$ cat src/rtl/fetch_buf.sv
// Instruction-fetch stage: sequential PC generator driving a 1-cycle icache,
// with a small circular queue decoupling fetch from the decode skid buffer.

package fetch_buf_pkg;
  typedef struct packed {
    logic [31:0] pc;
    logic [31:0] instr;
  } fq_entry_t;
endpackage

module fetch_buf
  import fetch_buf_pkg::*;
#(
  parameter int unsigned FQ_DEPTH = 4,
  parameter logic [31:0] RESET_PC = 32'h0000_0000
) (
  input  logic                      clk,
  input  logic                      rst_n,
  input  logic                      flush_i,
  input  logic [31:0]               flush_pc_i,
  input  logic                      ready_in,
  output logic                      valid_out,
  output logic [31:0]               pc_out,
  output logic [31:0]               instr_out,
  output logic                      icache_en_o,
  output logic [31:0]               icache_addr_o,
  input  logic [31:0]               icache_rdata_i,
  input  logic                      icache_rvalid_i,
  output logic [$clog2(FQ_DEPTH):0] occupancy_o
);

  localparam int unsigned PTR_W = $clog2(FQ_DEPTH);
  localparam int unsigned CNT_W = PTR_W + 1;
  localparam int unsigned SUM_W = CNT_W + 1;

  logic [31:0]      pc_q;
  logic [31:0]      req_pc_q;
  logic             req_v_q;
  logic [PTR_W-1:0] head_q;
  logic [PTR_W-1:0] tail_q;
  logic [CNT_W-1:0] count_q;
  fq_entry_t        mem_q [FQ_DEPTH];

  logic             enq;
  logic             deq;
  logic [SUM_W-1:0] credit_used;
  fq_entry_t        head_entry;

  // Credit check counts queued entries plus the in-flight request; a
  // same-cycle dequeue is deliberately not credited.
  always_comb begin
    credit_used   = SUM_W'(count_q) + SUM_W'(req_v_q);
    icache_en_o   = rst_n & ~flush_i & (credit_used < SUM_W'(FQ_DEPTH));
    icache_addr_o = pc_q;
  end

  // Responses with no matching request (stale or flushed) are dropped.
  always_comb begin
    enq = rst_n & ~flush_i & icache_rvalid_i & req_v_q;
    deq = valid_out & ready_in;
  end

  always_comb begin
    head_entry  = mem_q[head_q];
    valid_out   = rst_n & ~flush_i & (count_q != '0);
    pc_out      = head_entry.pc;
    instr_out   = head_entry.instr;
    occupancy_o = rst_n ? count_q : '0;
  end

  // Control state: flush outranks every other update.
  always_ff @(posedge clk) begin
    if (!rst_n) begin
      pc_q     <= RESET_PC;
      req_pc_q <= RESET_PC;
      req_v_q  <= 1'b0;
      head_q   <= '0;
      tail_q   <= '0;
      count_q  <= '0;
    end else if (flush_i) begin
      pc_q    <= {flush_pc_i[31:2], 2'b00};
      req_v_q <= 1'b0;
      head_q  <= '0;
      tail_q  <= '0;
      count_q <= '0;
    end else begin
      req_v_q <= icache_en_o;
      if (icache_en_o) begin
        pc_q     <= pc_q + 32'd4;
        req_pc_q <= pc_q;
      end
      if (enq) tail_q <= tail_q + PTR_W'(1);
      if (deq) head_q <= head_q + PTR_W'(1);
      case ({enq, deq})
        2'b10:   count_q <= count_q + CNT_W'(1);
        2'b01:   count_q <= count_q - CNT_W'(1);
        default: count_q <= count_q;
      endcase
    end
  end

  // Payload storage needs no reset; validity is tracked by count_q.
  always_ff @(posedge clk) begin
    if (enq) begin
      mem_q[tail_q] <= '{pc: req_pc_q, instr: icache_rdata_i};
    end
  end

  a_no_overflow : assert property (@(posedge clk) disable iff (!rst_n)
    enq |-> (count_q < CNT_W'(FQ_DEPTH)))
    else $error("fetch_buf: enqueue into full queue");

endmodule

$ cat config.mk
export PLATFORM = sky130hd
export DESIGN_NAME = fetch_buf
export DESIGN_NICKNAME = d
export VERILOG_FILES = /design/src/rtl/fetch_buf.sv
export SDC_FILE = /design/constraint.sdc
export NUM_CORES = 1
export LEC_CHECK = 0
export BUFFER_PORTS_ARGS = -buffer_cell sky130_fd_sc_hd__buf_2
export CORE_MARGIN = 2
export CORE_UTILIZATION = 54
export CTS_BUF_LIST = sky130_fd_sc_hd__clkbuf_2 sky130_fd_sc_hd__clkbuf_4 sky130_fd_sc_hd__clkbuf_8
export DETAILED_ROUTE_END_ITERATION = 7
export PLACE_DENSITY = 0.84
export SKIP_CTS_REPAIR_TIMING = 1
export SLEW_MARGIN = 20
export SYNTH_ARGS = -nofsm -noshare
export SYNTH_HDL_FRONTEND = slang
export SYNTH_SLANG_ARGS = --single-unit
$ cat constraint.sdc
create_clock -name clk -period 2.6 [get_ports clk]
set_input_delay 0 -clock clk [delete_from_list [all_inputs] [get_ports clk]]
set_output_delay 0 -clock clk [all_outputs]
set_load 0.005 [all_outputs]
==> flow_metrics.env <==
export IMPL_die_area_mm2=0.0239
export IMPL_gp_routability_congestion=0.888
export IMPL_diodes=0
export IMPL_synthTopCellsByArea="edfxtp_1, dfxtp_1, mux4_2"
export IMPL_fmax_ghz=0.418
export IMPL_globalRouteOverflowTotal=0
export IMPL_highest_layer="met4"
export IMPL_die_y_um=155
export IMPL_synth_adder_area_share_pct=0.775
export IMPL_grt_pass1_wl_um=38600
export IMPL_grt_pass1_vias=7128
export IMPL_antenna_found_initial=0
export IMPL_drc_errors=0
export IMPL_regArea_mm2=0.00886
export IMPL_power_density_mw_per_mm2=697
export IMPL_yosys_area_share_simple_pct=6.79
export IMPL_crit_fanout=11
export IMPL_grt_max_degree=64
export IMPL_crit_path_max_incr_delay_ns=0.56
export IMPL_crit_buf_inv=6
export IMPL_leakagePower_nw=5.49
export IMPL_crit_arrival_ns=2.89
export IMPL_critical_path_top_delay_family="buffers and inverters"
export IMPL_relSlewSlack_pct=49.5
export IMPL_synth_edf_count=248
export IMPL_synth_area_mm2=0.0123
export IMPL_yosysUniqueCellTypes=46
export IMPL_finalSetupViolations=0
export IMPL_dr_pass1_iters=5
export IMPL_yosysTopAreaCell="edfxtp_1"
export IMPL_crit_path_end_kind="flop"
export IMPL_synth_compound_area_share_pct=4.89
export IMPL_h_tree_depth=2
export IMPL_cts_path_max_buffers=3
export IMPL_cpMaxStageDelayCell="dlygate4sd3_1"
export IMPL_dp_hpwl_um=16000
export IMPL_vias=7357
export IMPL_clock_skew_ns=0.0320
export IMPL_wirelength_um=26500
export IMPL_synth_top_family_by_area="multiplexers"
export IMPL_cts_root_buf="clkbuf_8"
export IMPL_die_x_um=155
export IMPL_cts_sinks=318
export IMPL_min_period_ns=2.39
export IMPL_port_buffers=163
export IMPL_max_cap_violations=0
export IMPL_fin_nets=1074
export IMPL_tightestPinTransition_ns=0.757
export IMPL_path_clk_slew_ns=0.07
export IMPL_synth_seq_cells=318
export IMPL_drtIter0Drc=454
export IMPL_wl_per_cell_um=20.1
export IMPL_r2r_slack_ns=0.34
export IMPL_drive_above_1_share_pct=33.2
export IMPL_finalHoldWorstSlack_ns=0.0161
export IMPL_fin_crit_sh_pct=92.0
export IMPL_status="finished, final reports clean"
export IMPL_via_per_inst=5.57
export IMPL_ir_drop_mv=0.519
export IMPL_syn2layout_area_growth_pct=24.9
export IMPL_muxShareOfSynthArea_pct=11.5
export IMPL_yosys_warnings=0
export IMPL_synth_seq_area_share_pct=72.1
export IMPL_path_cells="dlygate4sd3_1 > buf_2 > nand2b_1 > dlygate4sd3_1 > buf_4 > nor2_1 > inv_1 > ha_1 > inv_1 > fa_1 > xor2_1 > or3_1 > a21oi_1"
export IMPL_hp_class="in -> reg"
export IMPL_ios=170
export IMPL_core_mm2=0.0224
export IMPL_synthArstFlopShare_pct=0
export IMPL_netlist_area_leader_share_pct=60.7
export IMPL_grtUsageTotal_pct=21.0
export IMPL_wl_met2_um=13400
export IMPL_multi_input_area_mm2=0.00320
export IMPL_hold_violations=0
export IMPL_tns_ns=0
export IMPL_wl_met1_um=10800
export IMPL_fillers=1467
export IMPL_synth_ff_type="edfxtp_1"
export IMPL_required_ns=3.10
export IMPL_numCtsBuffers=50
export IMPL_clk_latency_ns=0.56
export IMPL_synth_area_per_cell_um2=16.7
export IMPL_initial_utilization_pct=54.7
export IMPL_cts_tree="yes"
export IMPL_crit_path_start_kind="primary input"
export IMPL_routed_wl_met3_um=1740
export IMPL_synthXorXnorAreaFrac_pct=1.93
export IMPL_grt_setup_unrepaired="false"
export IMPL_syn_inst=735
export IMPL_post_route_util_pct=68.3
export IMPL_row_count=55
export IMPL_ant_nets=0
export IMPL_critPathKind="in -> reg"
export IMPL_maxSlewViolCount=0
-- cell type report --
| class | count | share of cell area, % |
|---|---|---|
| inverter | 11 | 0.270 |
| multi-input combinational | 365 | 20.9 |
| clock inverter | 22 | 1.84 |
| timing repair buffer | 252 | 11.3 |
| sequential | 318 | 57.8 |
| tap | 285 | 2.33 |
| clock buffer | 69 | 5.59 |
-- final timing paths --
path               startpoint                end  depth (start not counted)
setup reg to reg   count_q[1]         count_q[2]                          8
setup / recovery        rst_n         count_q[2]                         13
hold / removal        flush_i  icache_addr_o[30]                          4
hold reg to reg   req_pc_q[2]       mem_q[2][34]                          0
-- cells in the mapped netlist, drive strengths merged (2+ instances only) --
cell type	count
nor3	2
a31oi	2
o21a	3
nor4	2
and2	11
nand4	14
and4	3
dfxtp	70
a22o	5
nand3	15
a21oi	16
inv	11
nor2	15
xor2	15
nor2b	2
buf	20
edfxtp	248
o211a	2
xnor2	12
a21boi	31
or3	3
and3	7
ha	6
o211ai	2
nand2	95
o21ai	26
clkbuf	24
mux4	62
-- cells in the final DEF, fill, tap and decap left out, types with 6 or more instances in the layout --
master         Yosys  routed
a21boi_0          30      30
a21oi_1           16      16
and2_1            11       7
and3_1             7       7
buf_12             0       6
buf_2             13     163
buf_4              5      16
bufinv_16          0       7
clkbuf_4           0      15
clkbuf_8           0      54
clkinv_1           0       8
dfxtp_1           70      68
dlygate4sd3_1      0      67
edfxtp_1         248     248
ha_1               6       6
inv_1             11      11
mux4_2            62      62
nand2_1           95      95
nand3_1           14      14
nand4_1           13      13
nor2_1            15      15
o21ai_0           26      26
xnor2_1           12      12
xor2_1            15      15
-- per-layer routing --
metal	global-route usage, %	up-vias
met5	0	-
met4	5.91	0
met3	4.82	50
met2	35.4	291
met1	27.8	3662
li1	-	3354
-- stage by stage --
stage	total power [mW]	area, um^2	instances	setup WS, ns
floorplan	5.83	12300	738	0.500
global placement	5.99	13500	1164	0.467
detailed placement	6.00	13500	1164	0.416
CTS	10.7	14600	1255	0.349
global route	11.0	15300	1322	0.0918
finish	10.7	15300	1322	0.208
-- logic make-up after synthesis --
logic type,after synthesis
flip-flops,318
AND/OR/NAND/NOR,172
AO/OA/AOI/OAI,92
multiplexers,63
buffers and inverters,55
XOR/XNOR,27
adder cells (fa/ha/maj),7
other,1
-- sequential cells by signal, summed over array words and instances, names as in the netlist, named ones only --
| name | flops |
|---|---|
| count_q | 3 |
| head_q | 2 |
| icache_addr_o | 30 |
| mem_q | 248 |
| req_pc_q | 30 |
| req_v_q | 1 |
| tail_q | 2 |
-- worst reg2reg max path, cell delays in order, from the launching register on --
cell     delay [ns]
dfxtp_1        0.44
nor3_1         0.11
nor3b_1        0.36
ha_1           0.26
inv_1          0.06
fa_1           0.37
xor2_1         0.15
or3_1          0.31
a21oi_1        0.14
-- report_power, final --
| part | total, mW | internal [mW] | switching (mW) |
|---|---|---|---|
| registers | 5.59 | 5.51 | 0.0758 |
| clock network | 4.68 | 2.83 | 1.85 |
| logic | 0.396 | 0.200 | 0.196 |
| total | 10.7 | 8.54 | 2.13 |
Note: power is estimated with default switching activity, not from simulation.
